===== src/rtl/lbp_mem_server_if.sv =====
// Bus bundle between lbp_mem_server and its host/engine side.
// The slave modport is the server; the master modport is the host plus engine.
interface lbp_mem_server_if #(
   parameter int ADDR_W = 6,
   parameter int DATA_W = 8
);
   logic              load_valid;
   logic [DATA_W-1:0] load_data;
   logic              load_ready;
   logic              gray_req;
   logic [ADDR_W-1:0] gray_addr;
   logic [DATA_W-1:0] gray_data;
   logic              lbp_write;
   logic [ADDR_W-1:0] lbp_addr;
   logic [DATA_W-1:0] lbp_data;
   logic              finish;
   logic              out_valid;
   logic [ADDR_W-1:0] out_addr;
   logic [DATA_W-1:0] out_data;
   logic              out_ready;
   logic              clear;
   logic              done;
   logic              err_border;
   logic              err_dup;
   logic              err_count;

   modport slave (
      input  load_valid, load_data, gray_req, gray_addr, lbp_write, lbp_addr,
             lbp_data, finish, out_ready, clear,
      output load_ready, gray_data, out_valid, out_addr, out_data, done,
             err_border, err_dup, err_count
   );

   modport master (
      output load_valid, load_data, gray_req, gray_addr, lbp_write, lbp_addr,
             lbp_data, finish, out_ready, clear,
      input  load_ready, gray_data, out_valid, out_addr, out_data, done,
             err_border, err_dup, err_count
   );
endinterface


===== src/rtl/lbp_mem_server.sv =====
// Gray-image source and LBP-result sink for the LBP engine.
// Loads an 8x8 image, serves reads, captures result writes, then streams the result back.
module lbp_mem_server #(
   parameter int IMG_DIM = 8,
   parameter int ADDR_W  = 6,
   parameter int DATA_W  = 8
) (
   input  logic            clk,
   input  logic            reset,
   lbp_mem_server_if.slave bus
);
   localparam int                DEPTH     = IMG_DIM * IMG_DIM;
   localparam int                CRD_W     = ADDR_W / 2;
   localparam logic [ADDR_W-1:0] LAST_ADDR = ADDR_W'(DEPTH - 1);
   localparam logic [6:0]        WR_SAT    = 7'(DEPTH);
   localparam logic [6:0]        WR_EXPECT = 7'((IMG_DIM - 2) * (IMG_DIM - 2));

   typedef enum logic [1:0] {S_LOAD, S_SERVE, S_DUMP, S_DONE} state_t;

   state_t            r_state, w_state_nxt;
   logic [DATA_W-1:0] r_gray_mem [DEPTH];
   logic [DATA_W-1:0] r_lbp_mem  [DEPTH];
   logic [DEPTH-1:0]  r_wr_mask;
   logic [6:0]        r_wr_count, w_wr_count_nxt;
   logic [ADDR_W-1:0] r_load_cnt, r_last_addr, r_out_addr;
   logic              r_wr_prev;
   logic [DATA_W-1:0] r_gray_data;
   logic              r_err_border, r_err_dup, r_err_count;
   logic              w_serve, w_load_fire, w_load_last, w_out_fire, w_out_last;
   logic              w_wr_en, w_wr_border, w_wr_new, w_wr_first;
   logic              w_load_ready, w_out_valid, w_done;

   function automatic logic is_border(input logic [ADDR_W-1:0] a);
      logic [CRD_W-1:0] x, y;
      x = a[CRD_W-1:0];
      y = a[ADDR_W-1:CRD_W];
      return (x == '0) || (x == CRD_W'(IMG_DIM - 1)) ||
             (y == '0) || (y == CRD_W'(IMG_DIM - 1));
   endfunction

   assign w_serve     = (r_state == S_SERVE);
   assign w_load_fire = (r_state == S_LOAD) && bus.load_valid;
   assign w_load_last = w_load_fire && (r_load_cnt == LAST_ADDR);
   assign w_out_fire  = (r_state == S_DUMP) && bus.out_ready;
   assign w_out_last  = w_out_fire && (r_out_addr == LAST_ADDR);

   // A held strobe only counts again when the address moves.
   assign w_wr_en     = w_serve && bus.lbp_write;
   assign w_wr_border = is_border(bus.lbp_addr);
   assign w_wr_new    = w_wr_en && !w_wr_border &&
                        (!r_wr_prev || (bus.lbp_addr != r_last_addr));
   assign w_wr_first  = w_wr_new && !r_wr_mask[bus.lbp_addr];
   assign w_wr_count_nxt = (w_wr_first && (r_wr_count != WR_SAT)) ?
                           r_wr_count + 7'd1 : r_wr_count;

   always_ff @(posedge clk or posedge reset) begin
      if (reset) r_state <= S_LOAD;
      else       r_state <= w_state_nxt;
   end

   always_comb begin
      w_state_nxt = r_state;
      case (r_state)
         S_LOAD:  if (w_load_last) w_state_nxt = S_SERVE;
         S_SERVE: if (bus.finish)  w_state_nxt = S_DUMP;
         S_DUMP:  if (w_out_last)  w_state_nxt = S_DONE;
         S_DONE:  if (bus.clear)   w_state_nxt = S_LOAD;
         default: w_state_nxt = S_LOAD;
      endcase
   end

   always_comb begin
      w_load_ready = 1'b0;
      w_out_valid  = 1'b0;
      w_done       = 1'b0;
      case (r_state)
         S_LOAD:  w_load_ready = 1'b1;
         S_DUMP:  w_out_valid  = 1'b1;
         S_DONE:  w_done       = 1'b1;
         default: ;
      endcase
   end

   always_ff @(posedge clk) begin
      if (w_load_fire)                r_gray_mem[r_load_cnt]   <= bus.load_data;
      if (w_wr_en && !w_wr_border)    r_lbp_mem[bus.lbp_addr]  <= bus.lbp_data;
   end

   always_ff @(posedge clk or posedge reset) begin
      if (reset) begin
         r_load_cnt   <= '0;
         r_wr_mask    <= '0;
         r_wr_count   <= '0;
         r_last_addr  <= '0;
         r_wr_prev    <= 1'b0;
         r_gray_data  <= '0;
         r_out_addr   <= '0;
         r_err_border <= 1'b0;
         r_err_dup    <= 1'b0;
         r_err_count  <= 1'b0;
      end else begin
         if (w_load_fire) r_load_cnt <= r_load_cnt + ADDR_W'(1);
         if (w_load_last) begin
            r_load_cnt   <= '0;
            r_wr_mask    <= '0;
            r_wr_count   <= '0;
            r_last_addr  <= '0;
            r_wr_prev    <= 1'b0;
            r_err_border <= 1'b0;
            r_err_dup    <= 1'b0;
            r_err_count  <= 1'b0;
         end
         if (w_serve) begin
            r_wr_prev  <= bus.lbp_write;
            r_wr_count <= w_wr_count_nxt;
            if (bus.gray_req) r_gray_data <= r_gray_mem[bus.gray_addr];
            if (w_wr_en) begin
               r_last_addr <= bus.lbp_addr;
               if (w_wr_border) r_err_border <= 1'b1;
            end
            if (w_wr_new) begin
               if (r_wr_mask[bus.lbp_addr]) r_err_dup <= 1'b1;
               else                         r_wr_mask[bus.lbp_addr] <= 1'b1;
            end
            // Uses the post-write count so a write landing with finish is included.
            if (bus.finish && (w_wr_count_nxt != WR_EXPECT)) r_err_count <= 1'b1;
         end
         if (w_out_fire) r_out_addr <= r_out_addr + ADDR_W'(1);
      end
   end

   assign bus.load_ready = w_load_ready;
   assign bus.gray_data  = r_gray_data;
   assign bus.out_valid  = w_out_valid;
   assign bus.out_addr   = r_out_addr;
   assign bus.out_data   = (r_wr_mask[r_out_addr] && !is_border(r_out_addr)) ?
                           r_lbp_mem[r_out_addr] : '0;
   assign bus.done       = w_done;
   assign bus.err_border = r_err_border;
   assign bus.err_dup    = r_err_dup;
   assign bus.err_count  = r_err_count;
endmodule


===== src/flat_wrapper.sv =====
// flat-port wrapper written by rule: the top's interface ports become plain ports
module lbp_mem_server_flat 
#(
   parameter int IMG_DIM = 8,
   parameter int ADDR_W  = 6,
   parameter int DATA_W  = 8
)
  (clk, reset, bus_load_valid, bus_load_data, bus_gray_req, bus_gray_addr, bus_lbp_write, bus_lbp_addr, bus_lbp_data, bus_finish, bus_out_ready, bus_clear, bus_load_ready, bus_gray_data, bus_out_valid, bus_out_addr, bus_out_data, bus_done, bus_err_border, bus_err_dup, bus_err_count);
  lbp_mem_server_if #(.ADDR_W(ADDR_W), .DATA_W(DATA_W)) bus_i ();
  input  logic clk;
  input  logic reset;
  input wire logic [$bits(bus_i.load_valid)-1:0] bus_load_valid;
  input wire logic [$bits(bus_i.load_data)-1:0] bus_load_data;
  input wire logic [$bits(bus_i.gray_req)-1:0] bus_gray_req;
  input wire logic [$bits(bus_i.gray_addr)-1:0] bus_gray_addr;
  input wire logic [$bits(bus_i.lbp_write)-1:0] bus_lbp_write;
  input wire logic [$bits(bus_i.lbp_addr)-1:0] bus_lbp_addr;
  input wire logic [$bits(bus_i.lbp_data)-1:0] bus_lbp_data;
  input wire logic [$bits(bus_i.finish)-1:0] bus_finish;
  input wire logic [$bits(bus_i.out_ready)-1:0] bus_out_ready;
  input wire logic [$bits(bus_i.clear)-1:0] bus_clear;
  output wire logic [$bits(bus_i.load_ready)-1:0] bus_load_ready;
  output wire logic [$bits(bus_i.gray_data)-1:0] bus_gray_data;
  output wire logic [$bits(bus_i.out_valid)-1:0] bus_out_valid;
  output wire logic [$bits(bus_i.out_addr)-1:0] bus_out_addr;
  output wire logic [$bits(bus_i.out_data)-1:0] bus_out_data;
  output wire logic [$bits(bus_i.done)-1:0] bus_done;
  output wire logic [$bits(bus_i.err_border)-1:0] bus_err_border;
  output wire logic [$bits(bus_i.err_dup)-1:0] bus_err_dup;
  output wire logic [$bits(bus_i.err_count)-1:0] bus_err_count;
  assign bus_i.load_valid = bus_load_valid;
  assign bus_i.load_data = bus_load_data;
  assign bus_i.gray_req = bus_gray_req;
  assign bus_i.gray_addr = bus_gray_addr;
  assign bus_i.lbp_write = bus_lbp_write;
  assign bus_i.lbp_addr = bus_lbp_addr;
  assign bus_i.lbp_data = bus_lbp_data;
  assign bus_i.finish = bus_finish;
  assign bus_i.out_ready = bus_out_ready;
  assign bus_i.clear = bus_clear;
  assign bus_load_ready = bus_i.load_ready;
  assign bus_gray_data = bus_i.gray_data;
  assign bus_out_valid = bus_i.out_valid;
  assign bus_out_addr = bus_i.out_addr;
  assign bus_out_data = bus_i.out_data;
  assign bus_done = bus_i.done;
  assign bus_err_border = bus_i.err_border;
  assign bus_err_dup = bus_i.err_dup;
  assign bus_err_count = bus_i.err_count;
  lbp_mem_server #(.IMG_DIM(IMG_DIM), .ADDR_W(ADDR_W), .DATA_W(DATA_W)) u_core (.clk(clk), .reset(reset), .bus(bus_i));
endmodule

===== config.mk =====
export PLATFORM = sky130hd
export DESIGN_NAME = lbp_mem_server_flat
export DESIGN_NICKNAME = d
export VERILOG_FILES = /design/src/rtl/lbp_mem_server_if.sv /design/src/rtl/lbp_mem_server.sv /design/src/flat_wrapper.sv
export SDC_FILE = /design/constraint.sdc
export NUM_CORES = 1
export LEC_CHECK = 0
export CORE_ASPECT_RATIO = 1.2
export CORE_MARGIN = 2
export CORE_UTILIZATION = 50
export CTS_BUF_LIST = sky130_fd_sc_hd__clkbuf_8
export CTS_CLUSTER_SIZE = 24
export DETAILED_ROUTE_END_ITERATION = 10
export PLACE_DENSITY = 0.66
export SLEW_MARGIN = 0
export SYNTH_ARGS = -nofsm -noshare
export SYNTH_HDL_FRONTEND = slang
export SYNTH_SLANG_ARGS = --single-unit

===== constraint.sdc =====
create_clock -name clk -period 4.31 [get_ports clk]
set_input_delay 0.862 -clock clk [delete_from_list [all_inputs] [get_ports clk]]
set_output_delay 0.862 -clock clk [all_outputs]
set_load 0.01 [all_outputs]

==> summary.md <==
| Metric | Value |
|---|---|
| Switching Power | 7.16 mW |
| WL final | about 97,000 µm |
| Number of global-route vias before repair | roughly 23,000 |
| Top-level I/O count | 64 |
| Clock period minus worst slack | 4430 ps |
| Peak Freq | roughly 0.23 GHz |
| Core area | ~88,000 µm² |
| Reg2reg start | u_core.r_state[1] |
| Synthesized flop and latch total | ~1,100 |
| Longest Clk Path Bufs | 3 |
| CP max stage delay | 540 ps |
| Port bufs | between 60 and 70 |
| Slew headroom | between 10% and 20% |
| Seq. cell area | 33,300 µm² |
| Critical Path Sink | bus_out_data[3] |
| GPL Wtd Cong | about 0.8 |
| Clk sinks | between 1,000 and 1,500 |
| Sequential area share after synthesis | 74.9% |
| DPL Wire Length | between 60,000 and 70,000 µm |
| Tcrit/Tclk final | 103% |
| DR pass1 iterations | 7 |
| CP Max Fanout | 8 |
| CP Launch Type | register |
| Failing checks | setup timing |
| Critical path required time | approximately 3500 ps |
| Critical Path AT | approximately 3600 ps |
| Yosys warns | 0 |
| Worst-path cell chain | buf_6, buf_12, buf_12, mux4_2, mux4_2, mux4_2, nor2b_4, buf_6 |
| CTS root buf | clkbuf_8 |
| Die width | about 280 µm |
| Comb power frac | between 20 and 25% |
| Cell variety after synth | 51 |
| Worst reg-to-reg path cell count | 6 |
| Setup ws final | -115 ps |
| CP max stage cell | mux4_2 |
| Crit. End Element | primary output |
| Die Area | 91,400 µm² |
| Clock Latency Late Sink | just over 800 ps |
| Final core occ | between 50 and 60% |
| Initial Utilization | slightly above 50% |
| Die H | approximately 330 µm |
| Worst R2R End | u_core.r_gray_mem[42][3] |
| NumNets Final | around 2,600 |
| Min-Delay Path Class | primary input to register |
| Largest area contributor in the netlist | edfxtp_1 |
| Largest net degree at the start of global routing | 65 |
| Average size of a mapped cell | 21.3 µm² |
| Clock power share | a little under a third |
| Cell mode on critical path | mux4_2 |
| Total Power | between 20 and 30 mW |
| Fraction of layout cells with a size suffix above 1 | a little under 30% |
| Fraction of registers with async set/reset | under 10% |
| Ranking of synthesized cells by instance count | 1,024 x edfxtp_1, 352 x mux4_2, 109 x nor2_1 |
| Final Hold Vio Count | 0 |
| Antenna violations before repair | 3 |
| Tightest Pin Transition | between 1000 and 1500 ps |
| Area share of the largest cell type after synthesis | 69.1% |
| Max VDD drop | about 0.00037 V |
| Top_reg_cell synth | edfxtp_1 |
| Via count | roughly 22,000 |
| Wire per inst | approximately 25 µm |
| CTS buffer count | approximately 170 |
| GRT Total Usage | 21.8% |
| DRT antenna net count | 0 |
| Worst Skew | roughly 24 ps |
| Internal power | roughly 20 mW |
| Multi-input gate area | approximately 12,000 µm² |
| Clk slew on worst S/H paths | 70 ps |
| Drt first-iter violations | 2,004 |
| Syn Inst Count | between 2,000 and 2,500 |
| Max_cap viols | 0 |
| Seq pwr share | 47.2% |
| LEAKAGE | 17.9 nW |
| Largest cells by area after synthesis | edfxtp_1 69%, mux4_2 18%, dfrtp_1 5.8% |
| R2r setup slk | roughly 1400 ps |
| Drt via density | ~5.6 |
| RSZ-0062 raised after global routing | true |
| Status | finished with violations |
| Power per Cell Area | roughly 520 nW/µm² |
| CTS tree | done |
| Remaining global-route overflow | 0 |
| Final setup fails | 8 |
| Number of remaining DRC errors | 0 |
| CP Launch Point | u_core.bus.out_addr[0] |
| Number of synthesized flops with an enable pin | 1,024 |
| Most common cell in the netlist | edfxtp_1 |
| Rows | approximately 120 |
| Synthesized cell area | about 45,000 µm² |
| Switching Share | a little over a quarter |
| Max Transition Viols Final | 0 |
| Kind of critical path | register to primary output |
| Filler cells | 6,384 |
| H-tree levels | 4 |
| First-pass GRT wire length | 146,000 µm |
| Area growth syn-to-layout | 16.9% |
[sequential cells by signal, indices dropped and copies added (netlist names)]
| signal | flops |
|---|---|
| u_core.bus.out_addr | 6 |
| u_core.r_wr_count | 7 |
| u_core.r_wr_prev | 1 |
| u_core.r_gray_mem | 512 |
| u_core.r_state | 2 |
| u_core.r_lbp_mem | 512 |
| u_core.r_load_cnt | 6 |
| u_core.bus.err_border | 1 |
| u_core.bus.err_count | 1 |
| u_core.r_wr_mask | 64 |
| u_core.r_last_addr | 6 |
| u_core.bus.err_dup | 1 |
| u_core.bus.gray_data | 8 |
[what timing repair did]
item                       4_1_cts  5_1_grt
hold buffers                     0        0
pin swaps                        4        3
hold endpoints to repair         0        0
setup endpoints to repair        8        8
setup buffers                   22        9
cloned                           5        2
resized for setup               84       10
[cell families (layout without fill, tap and decap cells)]
| family | Yosys count | count (layout) | synth area share (%) |
|---|---|---|---|
| flip-flops | 1127 | 1127 | 74.9 |
| other | 1 | 225 | 0.00842 |
| multiplexers | 392 | 392 | 18.7 |
| buffers and inverters | 134 | 565 | 1.19 |
| AND/OR/NAND/NOR | 321 | 321 | 3.35 |
| AO/OA/AOI/OAI | 84 | 84 | 1.17 |
| adder cells (fa/ha/maj) | 9 | 9 | 0.253 |
| XOR/XNOR | 21 | 21 | 0.413 |
[layer usage]
layer	GRT usage (%)	wire length, µm	vias to the layer above
met5	0	25	-
met4	6.32	2000	4
met3	3.96	5050	148
met2	39.3	52300	661
met1	27.2	37700	11700
li1	-	-	9452
[worst min path at each step]
stage | startpoint | to | depth (start not counted)
after floorplan | u_core.r_wr_mask[4] | u_core.r_wr_mask[4] | 1
final | bus_load_data[6] | u_core.r_gray_mem[3][6] | 1
after global placement | u_core.bus.err_dup | u_core.bus.err_dup | 2
after detailed placement | u_core.r_wr_mask[0] | u_core.r_wr_mask[0] | 1
after global routing | bus_load_data[6] | u_core.r_gray_mem[0][6] | 1
after CTS | bus_load_data[6] | u_core.r_gray_mem[0][6] | 1
[power groups by stage]
stage | combinational (mW) | clock [mW] | sequential (mW)
3_5_place_dp | 5.36 | 0 | 13.0
5_1_grt | 6.37 | 8.91 | 12.8
3_3_place_gp | 5.30 | 0 | 13.0
4_1_cts | 5.91 | 8.44 | 12.7
6_report | 6.00 | 8.24 | 12.7
2_1_floorplan | 3.47 | 0 | 12.8
[critical path: cells and delay by family, from the launching register on]
kind	cells	cell delay [ps]
buffers and inverters	4	530
flip-flops	1	480
multiplexers	3	1550
AND/OR/NAND/NOR	1	160
[per-stage QoR]
stage / setup TNS (ps) / area [µm²] / hold slack (ps) / setup WS, ps / cells
6_report: -511 / 52000 / 444 / -115 / 3893
5_1_grt: -1430 / 52000 / 389 / -220 / 3893
4_1_cts: -1160 / 51900 / 366 / -250 / 3882
3_5_place_dp: 0 / 48200 / 470 / 204 / 3539
3_3_place_gp: 0 / 48200 / 461 / 175 / 3539
2_1_floorplan: 0 / 45400 / 448 / 412 / 2312
[placed cells by master (no fill, tap or decap), drive strengths merged, types with 26 or more instances in the layout]
| cell | Yosys | final |
|---|---|---|
| clkinv | 0 | 75 |
| clkdlybuf4s50 | 0 | 35 |
| nor2 | 109 | 109 |
| conb | 1 | 224 |
| buf | 48 | 198 |
| nand2 | 98 | 98 |
| dfrtp | 103 | 103 |
| edfxtp | 1024 | 1024 |
| o21ai | 46 | 46 |
| clkbuf | 75 | 182 |
| and2 | 36 | 36 |
| mux2i | 26 | 26 |
| inv | 11 | 66 |
| mux4 | 352 | 352 |
[cell type report]
type / count / share of cell area [%]
sequential: 1127 / 64.1
tap: 1149 / 2.76
multi-input combinational: 1051 / 22.3
timing repair buffer: 236 / 4.60
inverter: 11 / 0.0841
clock buffer: 179 / 4.73
clock inverter: 139 / 1.47
antenna: 1 / 0.00481
Note: power is estimated with default switching activity, not from simulation.
